===== src/rtl/timer_pkg.sv =====
// Shared definitions for the countdown timer: FSM state encodings and default tick rate.
// Encodings are plain 2-bit constants so legacy code and bound checkers can compare them directly.
package timer_pkg;

  localparam logic [1:0] ST_IDLE  = 2'd0;
  localparam logic [1:0] ST_RUN   = 2'd1;
  localparam logic [1:0] ST_PAUSE = 2'd2;
  localparam logic [1:0] ST_DONE  = 2'd3;

  localparam int DEF_CLK_PER_SEC = 1000;
  localparam int DEF_SEC_W       = 5;

  // RUN and PAUSE both own a live countdown whose fraction of a second must survive.
  function automatic logic is_counting(input logic [1:0] st);
    return (st == ST_RUN) || (st == ST_PAUSE);
  endfunction

endpackage


===== src/rtl/timer_countdown_if.sv =====
// Control/status bundle between the mode/button FSM (master) and the countdown timer (slave).
// Signalling: i_load is a one-cycle pulse that samples i_timeState on that edge; i_offButton,
// i_timer_mode and i_pause are levels; o_expired is a one-cycle pulse, all other outputs are levels.
interface timer_countdown_if #(
  parameter int SEC_W = 5
) ();

  logic             i_timer_mode;
  logic             i_offButton;
  logic             i_load;
  logic             i_pause;
  logic [SEC_W-1:0] i_timeState;
  logic [SEC_W-1:0] o_remaining;
  logic [SEC_W-1:0] o_elapsed;
  logic             o_running;
  logic             o_done;
  logic             o_expired;

  modport master (
    output i_timer_mode, i_offButton, i_load, i_pause, i_timeState,
    input  o_remaining, o_elapsed, o_running, o_done, o_expired
  );

  modport slave (
    input  i_timer_mode, i_offButton, i_load, i_pause, i_timeState,
    output o_remaining, o_elapsed, o_running, o_done, o_expired
  );

endinterface


===== src/rtl/sec_tick_gen.sv =====
// Seconds prescaler: counts clock cycles and emits a one-cycle tick on the wrap edge.
// Clear forces the count to zero; hold freezes it so a paused fraction of a second is kept.
module sec_tick_gen #(
  parameter int CLK_PER_SEC = timer_pkg::DEF_CLK_PER_SEC
) (
  input  logic i_clk,
  input  logic i_reset,
  input  logic i_clear,
  input  logic i_hold,
  output logic o_tick
);

  localparam int            PW   = $clog2(CLK_PER_SEC);
  localparam logic [PW-1:0] PMAX = PW'(CLK_PER_SEC - 1);

  logic [PW-1:0] presc_q;
  logic [PW-1:0] presc_d;
  logic          wrap;

  assign wrap   = (presc_q == PMAX);
  assign o_tick = !i_clear && !i_hold && wrap;

  always_comb begin
    presc_d = presc_q;
    if (i_clear) begin
      presc_d = '0;
    end else if (!i_hold) begin
      presc_d = wrap ? '0 : presc_q + PW'(1);
    end
  end

  always_ff @(posedge i_clk) begin
    if (i_reset) begin
      presc_q <= '0;
    end else begin
      presc_q <= presc_d;
    end
  end

endmodule


===== src/rtl/timer_countdown_ctrl.sv =====
// Countdown timer for the motor PWM timer mode: loads a preset in seconds, counts it down,
// supports pause/resume, reload and abort, and flags expiry to the motor FSM.
module timer_countdown_ctrl
  import timer_pkg::*;
#(
  parameter int CLK_PER_SEC = DEF_CLK_PER_SEC,
  parameter int SEC_W       = DEF_SEC_W
) (
  input  logic               i_clk,
  input  logic               i_reset,
  timer_countdown_if.slave   bus,
  output logic [1:0]         o_state
);

  logic [1:0]       state_q, state_d;
  logic [SEC_W-1:0] rem_q, rem_d;
  logic [SEC_W-1:0] el_q, el_d;
  logic             running_q, done_q;
  logic             expired_q, expired_d;
  logic             abort;
  logic             tick_clear;
  logic             tick;

  assign abort = bus.i_offButton || !bus.i_timer_mode;

  // The prescaler restarts on any load and is parked at zero outside a live countdown.
  // Holding on the pause level means the resume edge itself already counts.
  assign tick_clear = abort || bus.i_load || !is_counting(state_q);

  sec_tick_gen #(
    .CLK_PER_SEC (CLK_PER_SEC)
  ) u_sec_tick_gen (
    .i_clk   (i_clk),
    .i_reset (i_reset),
    .i_clear (tick_clear),
    .i_hold  (bus.i_pause),
    .o_tick  (tick)
  );

  always_comb begin
    state_d   = state_q;
    rem_d     = rem_q;
    el_d      = el_q;
    expired_d = 1'b0;
    if (abort) begin
      state_d = ST_IDLE;
      rem_d   = '0;
      el_d    = '0;
    end else if (bus.i_load) begin
      el_d = '0;
      if (bus.i_timeState != '0) begin
        state_d = ST_RUN;
        rem_d   = bus.i_timeState;
      end else begin
        state_d = ST_IDLE;
        rem_d   = '0;
      end
    end else if (is_counting(state_q)) begin
      if (bus.i_pause) begin
        state_d = ST_PAUSE;
      end else begin
        state_d = ST_RUN;
        if (tick && (rem_q != '0)) begin
          rem_d = rem_q - SEC_W'(1);
          el_d  = el_q + SEC_W'(1);
          if (rem_q == SEC_W'(1)) begin
            state_d   = ST_DONE;
            expired_d = 1'b1;
          end
        end
      end
    end
  end

  always_ff @(posedge i_clk) begin
    if (i_reset) begin
      state_q   <= ST_IDLE;
      rem_q     <= '0;
      el_q      <= '0;
      running_q <= 1'b0;
      done_q    <= 1'b0;
      expired_q <= 1'b0;
    end else begin
      state_q   <= state_d;
      rem_q     <= rem_d;
      el_q      <= el_d;
      running_q <= (state_d == ST_RUN);
      done_q    <= (state_d == ST_DONE);
      expired_q <= expired_d;
    end
  end

  assign bus.o_remaining = rem_q;
  assign bus.o_elapsed   = el_q;
  assign bus.o_running   = running_q;
  assign bus.o_done      = done_q;
  assign bus.o_expired   = expired_q;
  assign o_state         = state_q;

endmodule


===== src/flat_wrapper.sv =====
// flat-port wrapper written by rule: the top's interface ports become plain ports
module timer_countdown_ctrl_flat import timer_pkg::*;
#(
  parameter int CLK_PER_SEC = DEF_CLK_PER_SEC,
  parameter int SEC_W       = DEF_SEC_W
)
  (i_clk, i_reset, o_state, bus_i_timer_mode, bus_i_offButton, bus_i_load, bus_i_pause, bus_i_timeState, bus_o_remaining, bus_o_elapsed, bus_o_running, bus_o_done, bus_o_expired);
  timer_countdown_if #(.SEC_W(SEC_W)) bus_i ();
  input  logic i_clk;
  input  logic i_reset;
  output logic [1:0] o_state;
  input wire logic [$bits(bus_i.i_timer_mode)-1:0] bus_i_timer_mode;
  input wire logic [$bits(bus_i.i_offButton)-1:0] bus_i_offButton;
  input wire logic [$bits(bus_i.i_load)-1:0] bus_i_load;
  input wire logic [$bits(bus_i.i_pause)-1:0] bus_i_pause;
  input wire logic [$bits(bus_i.i_timeState)-1:0] bus_i_timeState;
  output wire logic [$bits(bus_i.o_remaining)-1:0] bus_o_remaining;
  output wire logic [$bits(bus_i.o_elapsed)-1:0] bus_o_elapsed;
  output wire logic [$bits(bus_i.o_running)-1:0] bus_o_running;
  output wire logic [$bits(bus_i.o_done)-1:0] bus_o_done;
  output wire logic [$bits(bus_i.o_expired)-1:0] bus_o_expired;
  assign bus_i.i_timer_mode = bus_i_timer_mode;
  assign bus_i.i_offButton = bus_i_offButton;
  assign bus_i.i_load = bus_i_load;
  assign bus_i.i_pause = bus_i_pause;
  assign bus_i.i_timeState = bus_i_timeState;
  assign bus_o_remaining = bus_i.o_remaining;
  assign bus_o_elapsed = bus_i.o_elapsed;
  assign bus_o_running = bus_i.o_running;
  assign bus_o_done = bus_i.o_done;
  assign bus_o_expired = bus_i.o_expired;
  timer_countdown_ctrl #(.CLK_PER_SEC(CLK_PER_SEC), .SEC_W(SEC_W)) u_core (.i_clk(i_clk), .i_reset(i_reset), .bus(bus_i), .o_state(o_state));
endmodule

===== config.mk =====
export PLATFORM = sky130hd
export DESIGN_NAME = timer_countdown_ctrl_flat
export DESIGN_NICKNAME = d
export VERILOG_FILES = /design/src/rtl/timer_pkg.sv /design/src/rtl/timer_countdown_if.sv /design/src/rtl/sec_tick_gen.sv /design/src/rtl/timer_countdown_ctrl.sv /design/src/flat_wrapper.sv
export SDC_FILE = /design/constraint.sdc
export NUM_CORES = 1
export LEC_CHECK = 0
export BUFFER_PORTS_ARGS = -buffer_cell sky130_fd_sc_hd__buf_4
export CAP_MARGIN = 20
export CORE_MARGIN = 2
export CORE_UTILIZATION = 52
export CTS_CLUSTER_DIAMETER = 50
export DETAILED_ROUTE_END_ITERATION = 10
export PLACE_DENSITY_LB_ADDON = 0.08
export SLEW_MARGIN = 20
export SYNTH_ARGS = -nofsm -noshare
export SYNTH_HDL_FRONTEND = slang
export SYNTH_SLANG_ARGS = --single-unit

===== constraint.sdc =====
create_clock -name i_clk -period 2.4 [get_ports i_clk]
set_input_delay 0.24 -clock i_clk [delete_from_list [all_inputs] [get_ports i_clk]]
set_output_delay 0.24 -clock i_clk [all_outputs]
set_load 0.1 [all_outputs]

==> results of run 1 <==
-- sequential cells by signal, indices dropped and copies added, names as in the netlist --
signal and flops:
u_core.bus.o_elapsed 5, u_core.u_sec_tick_gen.presc_q 10, u_core.bus.o_running 1, u_core.o_state 2, u_core.bus.o_done 1, u_core.bus.o_remaining 5, u_core.bus.o_expired 1
-- layout make-up --
class	count	area (um^2)	area share (%)
clock buffer	3	22.5	1.53
sequential	25	509	34.6
multi-input combinational	100	679	46.2
tap	28	35.0	2.38
timing repair buffer	27	203	13.8
clock inverter	1	7.51	0.510
inverter	4	15.0	1.02
-- cells in the mapped netlist (all sizes together), types with 2 or more instances --
master,count,share of area (%)
dfxtp,25,41
nor2,20,6.2
xor2,10,7.2
a21oi,7,2.9
nand2,7,2.2
xnor2,7,5.0
ha,5,5.1
nand3,5,2.5
nand4,5,2.6
inv,4,1.2
nor3,4,2.1
and2,3,1.5
o21ai,3,1.2
or3b,3,2.6
buf,2,1.2
clkbuf,2,0.62
nor2b,2,1.0
or2,2,1.0
-- layer usage --
| metal | share of wire [%] | vias up | global-route usage (%) |
|---|---|---|---|
| met5 | 0 | - | 0 |
| met4 | 0.39 | 0 | 5.13 |
| met3 | 2.9 | 2 | 2.86 |
| met2 | 51 | 10 | 33.8 |
| met1 | 45 | 468 | 22.7 |
| li1 | - | 508 | - |
-- power by group --
group | total [W] | internal [W] | switching, W
sequential | 0.000422 | 0.000419 | 0.00000352
combinational | 0.0000666 | 0.0000252 | 0.0000415
clock | 0.000193 | 0.0000635 | 0.000129
total | 0.000682 | 0.000507 | 0.000174
-- logic make-up after synthesis --
group,after synthesis
adder cells (fa/ha/maj),5
AO/OA/AOI/OAI,17
multiplexers,1
buffers and inverters,8
AND/OR/NAND/NOR,60
XOR/XNOR,17
flip-flops,25
-- how the worst min path moves through the flow --
stage	startpoint	to	slack (ns)	cells after the start
6_report	i_reset	u_core.o_state[1]$_SDFF_PP0_	0.08	2
2_1_floorplan	i_reset	u_core.o_state[1]$_SDFF_PP0_	0.30	1
4_1_cts	i_reset	u_core.o_state[1]$_SDFF_PP0_	0.07	2
5_1_grt	i_reset	u_core.o_state[1]$_SDFF_PP0_	0.07	2
3_5_place_dp	i_reset	u_core.o_state[1]$_SDFF_PP0_	0.42	2
3_3_place_gp	i_reset	u_core.o_state[1]$_SDFF_PP0_	0.42	2
-- worst max-delay path, stage by stage (launching register included) --
cell	delay [ns]
sky130_fd_sc_hd__dfxtp_1	0.38
sky130_fd_sc_hd__or3b_4	0.41
sky130_fd_sc_hd__nor3_2	0.26
sky130_fd_sc_hd__nand3_2	0.13
sky130_fd_sc_hd__or4_1	0.40
sky130_fd_sc_hd__a311oi_1	0.27
-- per-stage QoR --
stage	util, %	area (um^2)	hold slack [ns]
3_5_place_dp	65.2	1440	0.424
6_report	66.5	1470	0.0769
2_1_floorplan	-	1230	0.305
5_1_grt	66.5	1470	0.0732
3_3_place_gp	65.2	1440	0.424
4_1_cts	66.5	1470	0.0749
==> tab_implementation.tex, run 1 <==
\begin{tabular}{lr}
\hline
Metric & Value \\
\hline
\multicolumn{2}{l}{\textbf{Logic synthesis}} \\
\quad Summed instance area of the synthesized netlist & 1220 um\^{}2 \\
\quad Adder-cell share of the synthesized area & a little over 5\% \\
\quad Number of nets in the synthesized netlist & around 150 \\
\quad EDFF count, synth & 0 \\
\quad Compound-gate portion of the synthesized area & between 10\% and 20\% \\
\quad Multiplexer share of the synthesized area & less than 1\% \\
\quad Synth warn & 0 \\
\quad Asr flop ratio synth & 0\% \\
\quad Predominant post-synthesis flop cell & sky130\_fd\_sc\_hd\_\_dfxtp\_1 \\
\quad Share of synthesized cell area in and, or, nand and nor gates & between 20\% and 30\% \\
\quad Combinational family with the most area after synthesis & simple AND/OR/NAND/NOR gates \\
\quad Post-synthesis share of cell area spent on xor and xnor gates & 12.2\% \\
\quad Mean cell area of the mapped netlist & just over 9 um\^{}2 \\
\quad Part of the Yosys area used for sequential elements & a little over 40\% \\
\quad Number of distinct standard cells referenced by the synthesized netlist & 39 \\
\quad Post-Syn Instances & 133 \\
\quad Synth Register Bits & 25 \\
\multicolumn{2}{l}{\textbf{Clocking}} \\
\quad Setup repair bufs after CTS & 0 \\
\quad Clock Pin Slew Worst Setup and Hold Paths & $\sim$0.14 ns \\
\quad Num CTS Buffers & 3 \\
\quad Post-cts repair resize count & 0 \\
\quad Insertion delay of the later-clocked pin in the worst-skew pair & 0.31 ns \\
\quad CTS tree & done \\
\quad Total clock sinks & 25 \\
\quad Number of buffers on the longest clock path & 2 \\
\quad Count of H-tree levels built during CTS & 1 \\
\quad Clock root buffer & sky130\_fd\_sc\_hd\_\_clkbuf\_4 \\
\quad CTS Hold Buffers Added & 0 \\
\multicolumn{2}{l}{\textbf{Timing}} \\
\quad Setup Skew & 0.00218 ns \\
\quad Final critical path time including I/O delays and setup & 1.94 ns \\
\quad Number of hold violations in the final report & 0 \\
\quad Final worst path period share & roughly four fifths \\
\quad TNS Setup & 0 ns \\
\quad Number of endpoints failing setup at the final stage & 0 \\
\quad Final max-slew violation count & 0 \\
\quad Final WS setup & 0.456 ns \\
\quad Max Fclk & between 500 and 600 MHz \\
\quad Setup repair after global routing missed its margin & false \\
\quad Least-Margin Pin Slew & 0.455 ns \\
\quad Relative slew margins & 69.4\% \\
\multicolumn{2}{l}{\textbf{Critical path}} \\
\quad Critical path capture point type & flop \\
\quad Reg-to-reg slack, setup & 0.46 ns \\
\quad Largest fanout of any net on the critical path & 5 \\
\quad Endpoint of the worst setup timing path & u\_core.bus.o\_remaining[4]\$\_SDFFE\_PP0P\_ \\
\quad Critical Path Start & u\_core.u\_sec\_tick\_gen.presc\_q[3]\$\_SDFFE\_PP0N\_ \\
\quad Critical Path RT & 2.63 ns \\
\quad Worst Path Class, Setup & flop to flop \\
\quad Arrival @ worst endpoint & approximately 2.2 ns \\
\quad Capture instance of the worst register-to-register path & u\_core.bus.o\_remaining[4]\$\_SDFFE\_PP0P\_ \\
\quad Reg2reg start & u\_core.u\_sec\_tick\_gen.presc\_q[3]\$\_SDFFE\_PP0N\_ \\
\quad Count of cells along the worst register-to-register path & 5 \\
\quad Critical Path Source Type & flop \\
\multicolumn{2}{l}{\textbf{Floorplan}} \\
\quad Starting Density & around 55\% \\
\quad Die Span X & 52.4 um \\
\quad Number of placed I/O pins & 26 \\
\quad Area of the die & 2740 um\^{}2 \\
\quad Core Rows & 17 \\
\quad Core ar. & 2210 um\^{}2 \\
\quad Vertical die dimension & $\sim$52 um \\
\multicolumn{2}{l}{\textbf{Finish}} \\
\quad Final \#Nets & roughly 180 \\
\quad Number of cells in the finished layout apart from fillers & around 190 \\
\quad Most common cell after layout, fill and taps aside & sky130\_fd\_sc\_hd\_\_buf\_4 \\
\quad Filler cells & a little under 200 \\
\quad Number of antenna repair diodes & 0 \\
\quad Layout overhead on the synthesized area & 20.9\% \\
\quad Highest-count cells in the layout ignoring fill and taps & 27 x sky130\_fd\_sc\_hd\_\_buf\_4, 20 x sky130\_fd\_sc\_hd\_\_nor2\_1, 18 x sky130\_fd\_sc\_hd\_\_dfxtp\_1 \\
\quad Fraction of final layout cells sized beyond drive strength 1 & between 30\% and 40\% \\
\multicolumn{2}{l}{\textbf{Place}} \\
\quad Number of buffer cells added on primary ports & 25 \\
\quad Pre-CTS setup slack & 0.458 ns \\
\quad Placed insts & approximately 180 \\
\quad Routability congestion estimate & slightly above 0.7 \\
\quad Final HPWL DP & $\sim$1800 um \\
\multicolumn{2}{l}{\textbf{Drt}} \\
\quad Routed vias & just under 1000 \\
\quad Violation count after the first detailed-route iteration & 10 \\
\quad Antenna Nets Post-Route & 0 \\
\quad Number of iterations in the first detailed-routing pass & 4 \\
\quad Avg Vias per Cell & approximately 5.3 \\
\quad Detailed-route wire length & $\sim$2300 um \\
\quad Per-cell routed wire length & about 12 um \\
\quad Count of unresolved DRC violations after routing & 0 \\
\multicolumn{2}{l}{\textbf{Min path}} \\
\quad Hold Path Class & primary input to flop \\
\multicolumn{2}{l}{\textbf{Power and ir drop}} \\
\quad Total power divided by cell area & about 460 nW/um\^{}2 \\
\quad Power, Total & approximately 0.00068 W \\
\quad Leakage dissipation & 0.568 nW \\
\quad Worst IR drop on VDD & $\sim$0.41 mV \\
\multicolumn{2}{l}{\textbf{Global routing}} \\
\quad Global route total overflow & 0 \\
\quad Vias in the first global route & 923 \\
\quad Largest net degree at the start of global routing & 16 \\
\quad Total global-route track usage & a little under a fifth \\
\quad First-pass GRT wire length & slightly below 4000 um \\
\quad Initial antenna violation count & 0 \\
\multicolumn{2}{l}{\textbf{Job}} \\
\quad Max Cap Viol & 0 \\
\multicolumn{2}{l}{\textbf{Status}} \\
\quad Outcome & complete, no violations \\
\hline
\end{tabular}
(Power assumes the default switching activity.)
==> run 2: changes to the inputs <==
CORE_UTILIZATION = 47   (was 52)
clock period = 1.7 ns   (was 2.4 ns; I/O delays follow)
==> tab_implementation.tex, run 2 (same netlist as run 1, synthesis figures left out) <==
\begin{tabular}{lr}
\hline
Metric & Value \\
\hline
\multicolumn{2}{l}{\textbf{Timing}} \\
\quad Final max-slew violation count & 0 \\
\quad Final worst path period share & 103\% \\
\quad Number of endpoints failing setup at the final stage & 1 \\
\quad Setup Skew & between 0.009 and 0.01 ns \\
\quad Least-Margin Pin Slew & between 0.3 and 0.4 ns \\
\quad Final WS setup & -0.0555 ns \\
\quad Final critical path time including I/O delays and setup & about 1.8 ns \\
\quad Max Fclk & roughly 570 MHz \\
\quad Relative slew margins & 74.7\% \\
\quad Setup repair after global routing missed its margin & true \\
\quad Number of hold violations in the final report & 0 \\
\multicolumn{2}{l}{\textbf{Global routing}} \\
\quad Largest net degree at the start of global routing & 14 \\
\quad Global route total overflow & 0 \\
\quad Met2 demand-to-capacity share in global routing & about a third \\
\quad Total global-route track usage & between 10\% and 20\% \\
\quad Fraction of met1 tracks used by global routing & between 20\% and 30\% \\
\quad Initial antenna violation count & 0 \\
\quad GRT met3 Usage & between 4 and 5\% \\
\quad Vias in the first global route & around 1100 \\
\quad First-pass GRT wire length & roughly 4300 um \\
\quad Global route hottest layer & met2 \\
\multicolumn{2}{l}{\textbf{Clocking}} \\
\quad Count of H-tree levels built during CTS & 1 \\
\quad Insertion delay of the later-clocked pin in the worst-skew pair & $\sim$0.32 ns \\
\quad CTS tree & done \\
\quad Number of buffers on the longest clock path & 2 \\
\quad Total clock sinks & 25 \\
\quad Clock Pin Slew Worst Setup and Hold Paths & 0.14 ns \\
\quad Setup repair bufs after CTS & 0 \\
\quad CTS Hold Buffers Added & 0 \\
\quad Num CTS Buffers & 3 \\
\quad Clock root buffer & sky130\_fd\_sc\_hd\_\_clkbuf\_4 \\
\multicolumn{2}{l}{\textbf{Power and ir drop}} \\
\quad Leakage dissipation & 0.665 nW \\
\quad Worst IR drop on VDD & approximately 0.51 mV \\
\quad Total power divided by cell area & between 500 and 600 nW/um\^{}2 \\
\multicolumn{2}{l}{\textbf{Floorplan}} \\
\quad Core Rows & 18 \\
\quad Area of the die & about 3000 um\^{}2 \\
\quad Number of placed I/O pins & 26 \\
\quad Vertical die dimension & about 55 um \\
\quad Starting Density & about half \\
\quad Core ar. & 2450 um\^{}2 \\
\quad Die Span X & 54.9 um \\
\multicolumn{2}{l}{\textbf{Finish}} \\
\quad Filler cells & about 210 \\
\quad Area of combinational cells with multiple inputs & slightly above 700 um\^{}2 \\
\quad FF+latch area & 536 um\^{}2 \\
\quad Fraction of final layout cells sized beyond drive strength 1 & between 40\% and 50\% \\
\quad Number of cells in the finished layout apart from fillers & 205 \\
\quad Number of antenna repair diodes & 0 \\
\quad Most common cell after layout, fill and taps aside & sky130\_fd\_sc\_hd\_\_buf\_4 \\
\quad Register ranked first by flip-flop count & u\_core.u\_sec\_tick\_gen.presc\_q \\
\quad Final \#Nets & 192 \\
\quad Cell area after layout & roughly 1700 um\^{}2 \\
\quad Max FFs per register & 10 \\
\quad Layout overhead on the synthesized area & 35.6\% \\
\quad Share of the core filled with cells in the final layout & slightly below 70\% \\
\quad Highest-count cells in the layout ignoring fill and taps & 42 x sky130\_fd\_sc\_hd\_\_buf\_4, 20 x sky130\_fd\_sc\_hd\_\_nor2\_1, 11 x sky130\_fd\_sc\_hd\_\_dfxtp\_1 \\
\multicolumn{2}{l}{\textbf{Place}} \\
\quad Final HPWL DP & 2010 um \\
\quad Number of buffer cells added on primary ports & 25 \\
\quad Placed insts & approximately 200 \\
\quad Total placed instance area & 1590 um\^{}2 \\
\quad Routability congestion estimate & approximately 0.8 \\
\multicolumn{2}{l}{\textbf{Critical path}} \\
\quad Largest fanout of any net on the critical path & 2 \\
\quad Critical Path Source Type & flop \\
\quad Arrival @ worst endpoint & between 1.5 and 2 ns \\
\quad Worst Path Class, Setup & flop to flop \\
\quad Reg-to-reg slack, setup & -0.06 ns \\
\quad Critical Path RT & between 1.5 and 2 ns \\
\quad Critical path capture point type & flop \\
\multicolumn{2}{l}{\textbf{Drt}} \\
\quad Count of unresolved DRC violations after routing & 0 \\
\quad Violation count after the first detailed-route iteration & 11 \\
\quad Number of iterations in the first detailed-routing pass & 4 \\
\quad Routed vias & roughly 1100 \\
\quad Avg Vias per Cell & 5.23 \\
\quad Antenna Nets Post-Route & 0 \\
\quad Detailed-route wire length & between 2000 and 3000 um \\
\quad Per-cell routed wire length & 12.7 um \\
\multicolumn{2}{l}{\textbf{Min path}} \\
\quad Hold Path Class & primary input to flop \\
\multicolumn{2}{l}{\textbf{Job}} \\
\quad Max Cap Viol & 0 \\
\multicolumn{2}{l}{\textbf{Status}} \\
\quad Outcome & finished with violations \\
\quad Violations in the final reports & setup timing \\
\hline
\end{tabular}
==> run 2: cell type report <==
class	count	share of cell area [%]
multi-input combinational	100	43.4
clock buffer	4	1.59
inverter	4	1.21
sequential	25	32.4
tap	30	2.27
timing repair buffer	42	19.1
==> run 2: where the power goes <==
| group | switching [W] | internal (W) |
|---|---|---|
| combinational | 0.0000620 | 0.0000440 |
| clock | 0.000175 | 0.0000919 |
| sequential | 0.00000546 | 0.000581 |
| total | 0.000242 | 0.000717 |
==> run 2: final timing paths <==
kind | from | end | cells after the start
min | bus_i_timeState[1] | u_core.bus.o_remaining[1]$_SDFFE_PP0P_ | 3
max reg2reg | u_core.u_sec_tick_gen.presc_q[3]$_SDFFE_PP0N_ | u_core.bus.o_remaining[4]$_SDFFE_PP0P_ | 5
min reg2reg | u_core.bus.o_elapsed[1]$_SDFFE_PP0P_ | u_core.bus.o_elapsed[1]$_SDFFE_PP0P_ | 2
max | u_core.u_sec_tick_gen.presc_q[3]$_SDFFE_PP0N_ | u_core.bus.o_remaining[4]$_SDFFE_PP0P_ | 5
==> run 2: timing repair <==
action                                  CTS  global route
pin swaps                                 1             1
endpoints found under the hold margin     0             0
gates resized for setup                   3             6
endpoints found under the setup margin    3             8
==> run 2: per-layer routing <==
| layer | wire, um | up-vias | share of wire [%] |
|---|---|---|---|
| li1 | - | 543 | - |
| met1 | 1180 | 497 | 46 |
| met2 | 1220 | 27 | 47 |
| met3 | 119 | 6 | 4.6 |
| met4 | 70 | 0 | 2.7 |
| met5 | 0 | - | 0 |
==> run 2: metrics by stage <==
stage / setup slack, ns / hold WS, ns / setup TNS, ns / total power, W
after floorplan: -0.273 / 0.233 / -0.683 / 0.000666
after global placement: -0.00776 / 0.438 / -0.00865 / 0.000705
after detailed placement: -0.0606 / 0.437 / -0.0863 / 0.000706
after CTS: -0.0255 / 0.0828 / -0.0434 / 0.000972
after global routing: -0.0902 / 0.0847 / -0.319 / 0.00101
final: -0.0555 / 0.0932 / -0.0555 / 0.000959
==> run 2: critical path: stages (launching register included) <==
cell                       delay, ns
sky130_fd_sc_hd__dfxtp_2        0.35
sky130_fd_sc_hd__or3b_4         0.42
sky130_fd_sc_hd__nor3_4         0.19
sky130_fd_sc_hd__nand3_2        0.10
sky130_fd_sc_hd__or4_1          0.41
sky130_fd_sc_hd__a311oi_1       0.21
